### src/rtl/motor_ramp_ctrl_pkg.sv
// Shared definitions for the lift motor ramp controller: state encoding,
// level limits and small helpers used by the controller and its PWM stage.
package motor_ramp_ctrl_pkg;

  localparam int LEVEL_W = 3;

  localparam logic [LEVEL_W-1:0] MAX_LEVEL = 3'd5;
  localparam logic [LEVEL_W-1:0] MIN_LEVEL = 3'd1;

  localparam logic [2:0] ST_IDLE      = 3'd0;
  localparam logic [2:0] ST_RAMP_UP   = 3'd1;
  localparam logic [2:0] ST_HOLD      = 3'd2;
  localparam logic [2:0] ST_RAMP_DOWN = 3'd3;
  localparam logic [2:0] ST_STOP      = 3'd4;

  typedef enum logic [2:0] {
    S_IDLE      = ST_IDLE,
    S_RAMP_UP   = ST_RAMP_UP,
    S_HOLD      = ST_HOLD,
    S_RAMP_DOWN = ST_RAMP_DOWN,
    S_STOP      = ST_STOP
  } state_t;

  function automatic logic level_valid(input logic [LEVEL_W-1:0] lvl);
    return (lvl >= MIN_LEVEL) && (lvl <= MAX_LEVEL);
  endfunction

  // Resting state once the drive level has settled on its target.
  function automatic state_t rest_state(input logic [LEVEL_W-1:0] lvl);
    return (lvl == '0) ? S_IDLE : S_HOLD;
  endfunction

endpackage

### src/rtl/motor_ramp_ctrl_pwm.sv
// Free-running PWM counter with a registered comparator; the compare
// threshold is duty*DUTY_STEP, computed wide enough that it never truncates.
module motor_pwm_gen
  import motor_ramp_ctrl_pkg::*;
#(
  parameter int PWM_BITS  = 8,
  parameter int DUTY_STEP = 51
) (
  input  logic               clk,
  input  logic               rst,
  input  logic [LEVEL_W-1:0] duty,
  output logic               pwm_out
);

  localparam int CW = PWM_BITS + LEVEL_W;
  localparam logic [CW-1:0] STEP = CW'(DUTY_STEP);

  logic [PWM_BITS-1:0] cnt;
  logic [CW-1:0]       thresh;

  assign thresh = CW'(duty) * STEP;

  // NOTE: sequential state uses non-blocking assignments so every register
  // samples the pre-edge values, independent of statement order.
  always_ff @(posedge clk) begin
    if (rst) begin
      cnt     <= '0;
      pwm_out <= 1'b0;
    end else begin
      cnt     <= cnt + PWM_BITS'(1);
      pwm_out <= ({{LEVEL_W{1'b0}}, cnt} < thresh);
    end
  end

endmodule

### src/rtl/motor_ramp_ctrl.sv
// Lift motor drive-level controller: steps the applied level toward the
// effective target one level per RAMP_DIV cycles, with emergency stop.
module motor_ramp_ctrl
  import motor_ramp_ctrl_pkg::*;
#(
  parameter int RAMP_DIV  = 1000,
  parameter int DUTY_STEP = 51,
  parameter int PWM_BITS  = 8
) (
  input  logic               clk,
  input  logic               rst,
  input  logic [LEVEL_W-1:0] powerlevel,
  input  logic               load_valid,
  input  logic               run,
  input  logic               estop,
  output logic [LEVEL_W-1:0] cur_level,
  output logic               pwm_out,
  output logic               at_target,
  output logic               busy,
  output logic               fault
);

  localparam int TW = (RAMP_DIV > 1) ? $clog2(RAMP_DIV) : 1;
  localparam logic [TW-1:0] TICK_LAST = TW'(RAMP_DIV - 1);

  state_t             state, state_d;
  logic [LEVEL_W-1:0] tgt, tgt_d, cur_d, eff;
  logic [TW-1:0]      tick, tick_d;
  logic               fault_d, at_target_d;

  // NOTE: every signal written here gets a default first, so no path through
  // the case leaves one unassigned and no latch is inferred.
  always_comb begin
    eff         = run ? tgt : '0;
    state_d     = state;
    cur_d       = cur_level;
    tick_d      = '0;
    tgt_d       = tgt;
    fault_d     = fault;

    if (load_valid) begin
      if (level_valid(powerlevel)) tgt_d = powerlevel;
      else                         fault_d = 1'b1;
    end

    case (state)
      S_IDLE, S_HOLD: begin
        if (eff > cur_level)      state_d = S_RAMP_UP;
        else if (eff < cur_level) state_d = S_RAMP_DOWN;
        else                      state_d = rest_state(cur_level);
      end
      S_RAMP_UP: begin
        if (eff < cur_level)       state_d = S_RAMP_DOWN;
        else if (eff == cur_level) state_d = rest_state(cur_level);
        else if (tick == TICK_LAST) begin
          cur_d = cur_level + 3'd1;
          if (cur_level + 3'd1 == eff) state_d = rest_state(eff);
        end else begin
          tick_d = tick + TW'(1);
        end
      end
      S_RAMP_DOWN: begin
        if (eff > cur_level)       state_d = S_RAMP_UP;
        else if (eff == cur_level) state_d = rest_state(cur_level);
        else if (tick == TICK_LAST) begin
          cur_d = cur_level - 3'd1;
          if (cur_level - 3'd1 == eff) state_d = rest_state(eff);
        end else begin
          tick_d = tick + TW'(1);
        end
      end
      S_STOP: begin
        cur_d = '0;
        if (!estop && !run) state_d = S_IDLE;
      end
      default: begin
        state_d = S_IDLE;
        cur_d   = '0;
      end
    endcase

    // Emergency stop overrides target loads and any pending step.
    if (estop) begin
      state_d = S_STOP;
      cur_d   = '0;
      tick_d  = '0;
      tgt_d   = tgt;
      fault_d = fault;
    end

    at_target_d = ((state_d == S_IDLE) || (state_d == S_HOLD)) &&
                  (cur_d == (run ? tgt_d : '0));
  end

  always_ff @(posedge clk) begin
    if (rst) begin
      state     <= S_IDLE;
      tgt       <= '0;
      cur_level <= '0;
      tick      <= '0;
      at_target <= 1'b1;
      fault     <= 1'b0;
    end else begin
      state     <= state_d;
      tgt       <= tgt_d;
      cur_level <= cur_d;
      tick      <= tick_d;
      at_target <= at_target_d;
      fault     <= fault_d;
    end
  end

  assign busy = (state == S_RAMP_UP) || (state == S_RAMP_DOWN);

  // Driven from the next level so an emergency stop silences the PWM on the
  // same edge that zeroes cur_level.
  motor_pwm_gen #(
    .PWM_BITS  (PWM_BITS),
    .DUTY_STEP (DUTY_STEP)
  ) u_pwm (
    .clk     (clk),
    .rst     (rst),
    .duty    (cur_d),
    .pwm_out (pwm_out)
  );

endmodule

### config.mk
export PLATFORM = sky130hd
export DESIGN_NAME = motor_ramp_ctrl
export DESIGN_NICKNAME = d
export VERILOG_FILES = /design/src/rtl/motor_ramp_ctrl_pkg.sv /design/src/rtl/motor_ramp_ctrl_pwm.sv /design/src/rtl/motor_ramp_ctrl.sv
export SDC_FILE = /design/constraint.sdc
export NUM_CORES = 1
export LEC_CHECK = 0
export BUFFER_PORTS_ARGS = -buffer_cell sky130_fd_sc_hd__buf_2
export CAP_MARGIN = 20
export CORE_MARGIN = 2
export CORE_UTILIZATION = 54
export DETAILED_ROUTE_END_ITERATION = 8
export PLACE_DENSITY = 0.75
export SLEW_MARGIN = 5
export SYNTH_ARGS = -nofsm -noshare
export SYNTH_HDL_FRONTEND = slang
export SYNTH_SLANG_ARGS = --single-unit
export TNS_END_PERCENT = 20
### constraint.sdc
create_clock -name clk -period 4.5 [get_ports clk]
set_clock_uncertainty 0.15 [all_clocks]
set_input_delay 0.45 -clock clk [delete_from_list [all_inputs] [get_ports clk]]
set_output_delay 0.45 -clock clk [all_outputs]
set_load 0.1 [all_outputs]
# Word-level counts from Yosys, hierarchy flattened
# Index checks and enable logic that the tools add are counted.
# op_classes
mux	33
n_reduce_logical	14
multipliers	1
eq_ne	10
bitwise	2
addsub	4
order_cmp	5
# op_table
operator	n
two-way mux 3 bit	22
two-way mux 10 bit	4
one-hot mux 10 bit (2 select lines)	1
== test 3 bit	4
logical NOT 3 bit	4
one-hot mux 3 bit (4 select lines)	1
adder 10 x 1 -> 10 bit (second input constant)	1
== test 10 bit (second input constant)	1
== test 3 x 2 -> 1 bit (second input constant)	3
less-than comparator 8 x 9 -> 1 bit	1
multiplier 3 x 6 -> 9 bit (second input constant)	1
one-hot mux 3 bit (3 select lines)	1
adder 8 x 1 -> 8 bit (second input constant)	1
two-way mux 2 bit	4
OR reduction 2 bit	2
adder 3 x 1 -> 3 bit (second input constant)	1
== test 3 x 1 -> 1 bit (second input constant)	1
== test 3 bit (second input constant)	1
greater-or-equal comparator 3 x 1 -> 1 bit (second input constant)	1
> comparator 3 bit	1
<= comparator 3 bit (second input constant)	1
logical AND 1 bit	3
less-than comparator 3 bit	1
AND reduction 3 bit	1
other kinds (4)	7
# word_totals
out_inout_bits	7
word_cells	77
input_bits	8
regBits	30

# Logic depth before layout (Yosys ltp)
# logic_depth
depth_word	12
depth_mapped	24
mapped_depth_nobuf	21

# Cells and area by module
# A second synthesis with hierarchy kept.
# hier_totals
cells_unflattened	274
area_unflattened_um2	2249.7
# modules_own_cells
module	cells_per_inst	area_each_um2	seq_area_each_um2	n_inst
motor_ramp_ctrl	201	1571.5	420.4	1
motor_pwm_gen	73	678.2	180.2	1

# Least setup slack after synthesis
# Ideal clock, no wire load.
# synth_path
kind	reg2reg
startpoint	reg cur_level[2]
endpoint	reg u_pwm.pwm_out
required_time_ns	4.272
synth_period_minus_slack_ns	5.056
path_buffers	1
path_slack_ns	-0.556
path_stages_with_launch	23
setup_ns	0.078
t_arrival_ns	4.828
path_cell_list	dfxtp_1 inv_1 ha_1 nand2b_1 a311oi_1 nor3_1 or4b_4 nand3_1 and2_4 buf_6 inv_1 ha_1 ha_1 inv_1 ha_1 a21o_1 a21o_1 a21o_1 a21o_1 a21o_1 a21oi_1 nor3_1 nor3_1
# synth_between
elab_cells_between_ends	15
classes_between	add/sub: 2; mul: 1; order compare: 3; eq/ne: 1; mux: 8
# synth_lines
element	line_no	text
start, declared	motor_ramp_ctrl.sv:16	output logic [LEVEL_W-1:0] cur_level,
start signal, assigned	motor_ramp_ctrl.sv:106	cur_level <= cur_d;
branches (longest 3 deep; another with > comparator 3 bit)	n/a	
one-hot mux 3 bit (3 select lines) (*)	motor_ramp_ctrl.sv:46	case (state)
two-way mux 3 bit (*)	motor_ramp_ctrl.sv:83	if (estop) begin
via cur_d[0]	motor_ramp_ctrl.sv:27	logic [LEVEL_W-1:0] tgt, tgt_d, cur_d, eff;
multiplier 3 x 6 -> 9 bit (*)	motor_ramp_ctrl_pwm.sv:21	assign thresh = CW'(duty) * STEP;
less-than comparator 8 x 9 -> 1 bit (*)	motor_ramp_ctrl_pwm.sv:31	pwm_out <= ({{LEVEL_W{1'b0}}, cnt} < thresh);
end signal, assigned	motor_ramp_ctrl_pwm.sv:31	
end, declared	motor_ramp_ctrl_pwm.sv:12	output logic pwm_out
# Mark *: on every way through the listed nets, which the timed path passes.
# A chain may end at the register's enable or synchronous reset.

# Final worst setup path
# layout_path
startpoint	reg tgt[0]
endpoint	reg u_pwm.pwm_out
# layout_between
elab_chain_cells	8
elab_cells_between_ends	12
classes_between	mul: 1; order compare: 3; eq/ne: 1; mux: 7
# layout_rtl
element	line_no	text
start, declared	motor_ramp_ctrl.sv:27	
start signal, assigned	motor_ramp_ctrl.sv:105	tgt <= tgt_d;
two-way mux 3 bit (*)	motor_ramp_ctrl.sv:34	eff = run ? tgt : '0;
branches (longest 3 deep; another with > comparator 3 bit)	n/a	
one-hot mux 3 bit (3 select lines) (*)	motor_ramp_ctrl.sv:46	
two-way mux 3 bit (*)	motor_ramp_ctrl.sv:83	
via cur_d[2]	motor_ramp_ctrl.sv:27	
multiplier 3 x 6 -> 9 bit (*)	motor_ramp_ctrl_pwm.sv:21	
less-than comparator 8 x 9 -> 1 bit (*)	motor_ramp_ctrl_pwm.sv:31	
# Marked as above.

==> run_results.csv <==
group,metric,value,unit
synth,synth_largest_area_cell,"dfxtp_1",
synth,syn_area,0.00213,mm^2
synth,syn-num-nets,292,
min_path,hold_class,"input port to register",
cts,cts_max_level,2,
synth,yosys_warnings,0,
detailed_routing,drc_errors,0,
detailed_routing,viasPerCell,5.65,
cells_and_area,nFillCells,342,
timing,worst_slew_pin_slew,0.537,ns
cts,clock_tree.buffer_depth,2,
timing,finalHoldViolCount,0,
worst_setup_path,critical_path_class,"register to register",
global_routing,grtUsageTotal,0.235,
worst_setup_path,reg2reg_depth,21,
placed_design,gp_congestion,0.846,
synth,synth.distinct_cells,57,
placed_design,placed_cell_area,0.00233,mm^2
floorplan,floorplan.die_area,0.00447,mm^2
global_routing,grt_max_degree,22,
synth,ys_seq_area_frac,0.281,
worst_setup_path,path_max_fanout,4,
timing,fin_tns_setup,0,ns
synth,ys_top_cells_by_area,"dfxtp_1 28%, ha_1 12%, nor2_1 6.7%",
detailed_routing,vias,1877,
worst_setup_path,cp-start-kind,"register",
cts,clk_pin_slew_worst_paths,0.07,ns
floorplan,rows,22,
cts,holdBufCountCts,0,
synth,synth_top_area_share,0.281,
floorplan,die_height,66.9,um
detailed_routing,firstDrtPassIters,6,
pwr,ir_drop,0.000231,V
cells_and_area,antenna_cells,0,
synth,synth_cells,263,
placed_design,dp_hpwl,3550,um
job,cap_viol_max_count,0,
cts,clk_latency,0.28,ns
global_routing,antenna_found_initial,0,
placed_design,io_buffers,14,
floorplan,ios,15,
timing,drv_slew,0,
outcome,outcome,"completed",
global_routing,grt_first_pass_wirelength,7960,um
cells_and_area,fin_area,0.00246,mm^2
detailed_routing,wl_per_cell,14.3,um
pwr,p_total,0.000592,W
worst_setup_path,worstReg2RegEnd,"u_pwm.pwm_out",
synth,ys_ff_latch,30,
timing,setup_ws,0.168,ns
worst_setup_path,crit_arrival,4.40,ns
synth,synthFlopType,"dfxtp_1",
cells_and_area,nets,312,
floorplan,fp.dieW,66.9,um
placed_design,pre_cts_slack,-0.0270,ns
detailed_routing,drtAntennaViolNets,0,
floorplan,core-area,0.00374,mm^2
worst_setup_path,end_kind,"register",
cts,cts_setup_buffers,0,
pwr,p_per_area,241,mW/mm^2
synth,syn_area_per_cell,8.12,um^2
global_routing,gr-total-overflow,0,
synth,synth_async_sr_flop_share,0,
cts,cts_tree,"done",
cts,numCtsBuffers,5,
worst_setup_path,endpoint,"u_pwm.pwm_out",
cts,cts.sinks,30,
cts,cts-root-buf,"clkbuf_8",
worst_setup_path,critPathLaunch,"tgt[0]",
pwr,power_leakage,1.03,nW
synth,synth_edf_count,0,
worst_setup_path,crit_required,4.56,ns
timing,max_freq,0.231,GHz
detailed_routing,first_iter_violations,129,
floorplan,initial_core_util,0.570,
cells_and_area,final_layout_size_suffix_gt1_frac,0.194,
timing,slew_headroom,0.642,
worst_setup_path,r2r_setup_slack,0.17,ns
timing,period_needed,4.33,ns
timing,finalCritPeriodShare,0.963,
cells_and_area,areaGrowthSynthToFinish,15.2,%
detailed_routing,routed_wirelength,4750,um
worst_setup_path,r2r-start,"tgt[0]",
timing,setup_viol,0,
global_routing,grt_pass1_vias,1762,
## how the worst min path moves through the flow
stage,from,end,depth (start not counted)
2_1_floorplan,u_pwm.cnt[0],u_pwm.cnt[0],1
3_3_place_gp,tick[0],tick[0],1
3_5_place_dp,tick[0],tick[0],1
4_1_cts,estop,state[1],2
5_1_grt,estop,state[1],2
6_report,estop,state[1],2
## cell usage after synthesis, types with 2 or more instances
| master | count |
|---|---|
| clkbuf_1 | 6 |
| nor2_1 | 38 |
| and3_1 | 2 |
| a22o_1 | 2 |
| buf_2 | 3 |
| a21o_1 | 6 |
| a21oi_1 | 11 |
| o21ai_0 | 5 |
| dfxtp_1 | 30 |
| nand4b_1 | 2 |
| nor4_1 | 2 |
| nand4_1 | 3 |
| a221oi_1 | 2 |
| inv_1 | 14 |
| a311oi_1 | 2 |
| nor3b_1 | 3 |
| ha_1 | 21 |
| nand2_1 | 20 |
| xnor2_1 | 12 |
| nor3_1 | 7 |
| nor2b_1 | 7 |
| or3_1 | 3 |
| xor2_1 | 12 |
| nand3_1 | 12 |
| nand2b_1 | 6 |
## worst max-delay path: stages, from the launching register on
cell,delay [ns]
dfxtp_1,0.36
nand2_1,0.07
ha_2,0.19
or2_2,0.29
o221ai_1,0.19
nor3_1,0.12
or4b_4,0.55
nand3_2,0.13
o21ai_4,0.07
ha_1,0.27
inv_1,0.04
ha_2,0.33
inv_2,0.05
ha_1,0.29
a21o_1,0.17
a21o_1,0.18
a21o_1,0.17
a21o_1,0.17
a21o_1,0.18
a21oi_2,0.13
nor3_1,0.05
nor3_1,0.11
## layout by cell type, fill, tap and decap left out, types with 9 or more instances in the layout
master and instances:
nor2_1 36, dfxtp_1 27, nand2_1 19, ha_1 17, buf_2 14, inv_1 13, xor2_1 12, xnor2_1 12
nand3_1 10, a21oi_1 10, buf_4 9
## registers in the layout, indices dropped and copies added (netlist names)
| name | count |
|---|---|
| tick | 10 |
| u_pwm.cnt | 8 |
| cur_level | 3 |
| state | 3 |
| tgt | 3 |
| at_target | 1 |
| fault | 1 |
| u_pwm.pwm_out | 1 |
## routing by layer
layer,share of wire,wire length [um],up-vias,global-route usage
met1,0.50,2390,854,0.319
met4,0.015,71,0,0.0689
met3,0.049,232,10,0.0490
met5,0,0,-,0
met2,0.43,2050,52,0.376
li1,-,-,961,-
## kinds of logic (layout without fill, tap and decap cells)
logic type      after synthesis  count (layout)  share of synthesized area
compound gates               44              44                      0.149
fa+ha+maj                    21              21                      0.123
flops                        30              30                      0.281
mux                           2               2                     0.0152
buf+inv                      24              45                     0.0475
xor+xnor                     24              24                     0.0985
simple gates                118             118                      0.285
## report_power, final
group	leakage, nW	switching, W	internal, W
logic	0.741	0.0000522	0.0000322
registers	0.246	0.00000732	0.000271
clock network	0.0472	0.000106	0.000123
total	1.03	0.000166	0.000426
## repair_timing
item | CTS | global route
endpoints found under the setup margin | 0 | 1
endpoints found under the hold margin | 0 | 0
gates resized for setup | 0 | 6
## metrics by stage
step / instances / hold slack [ns] / utilization
after global placement: 324 / 0.290 / 0.623
after detailed placement: 324 / 0.301 / 0.623
after floorplan: 263 / 0.276 / -
after CTS: 332 / 0.288 / 0.649
after global routing: 332 / 0.297 / 0.657
final: 332 / 0.296 / 0.657
## cell type report
type / count / area (um^2) / area share
Multi-Input combinational cell: 209 / 1510 / 0.612
Sequential cell: 30 / 609 / 0.248
Timing Repair Buffer: 23 / 138 / 0.0560
Clock buffer: 6 / 82.6 / 0.0336
Tap cell: 48 / 60.1 / 0.0244
Inverter: 14 / 52.6 / 0.0214
Clock inverter: 2 / 12.5 / 0.00509
No activity file was read; power rests on OpenSTA's default activity.
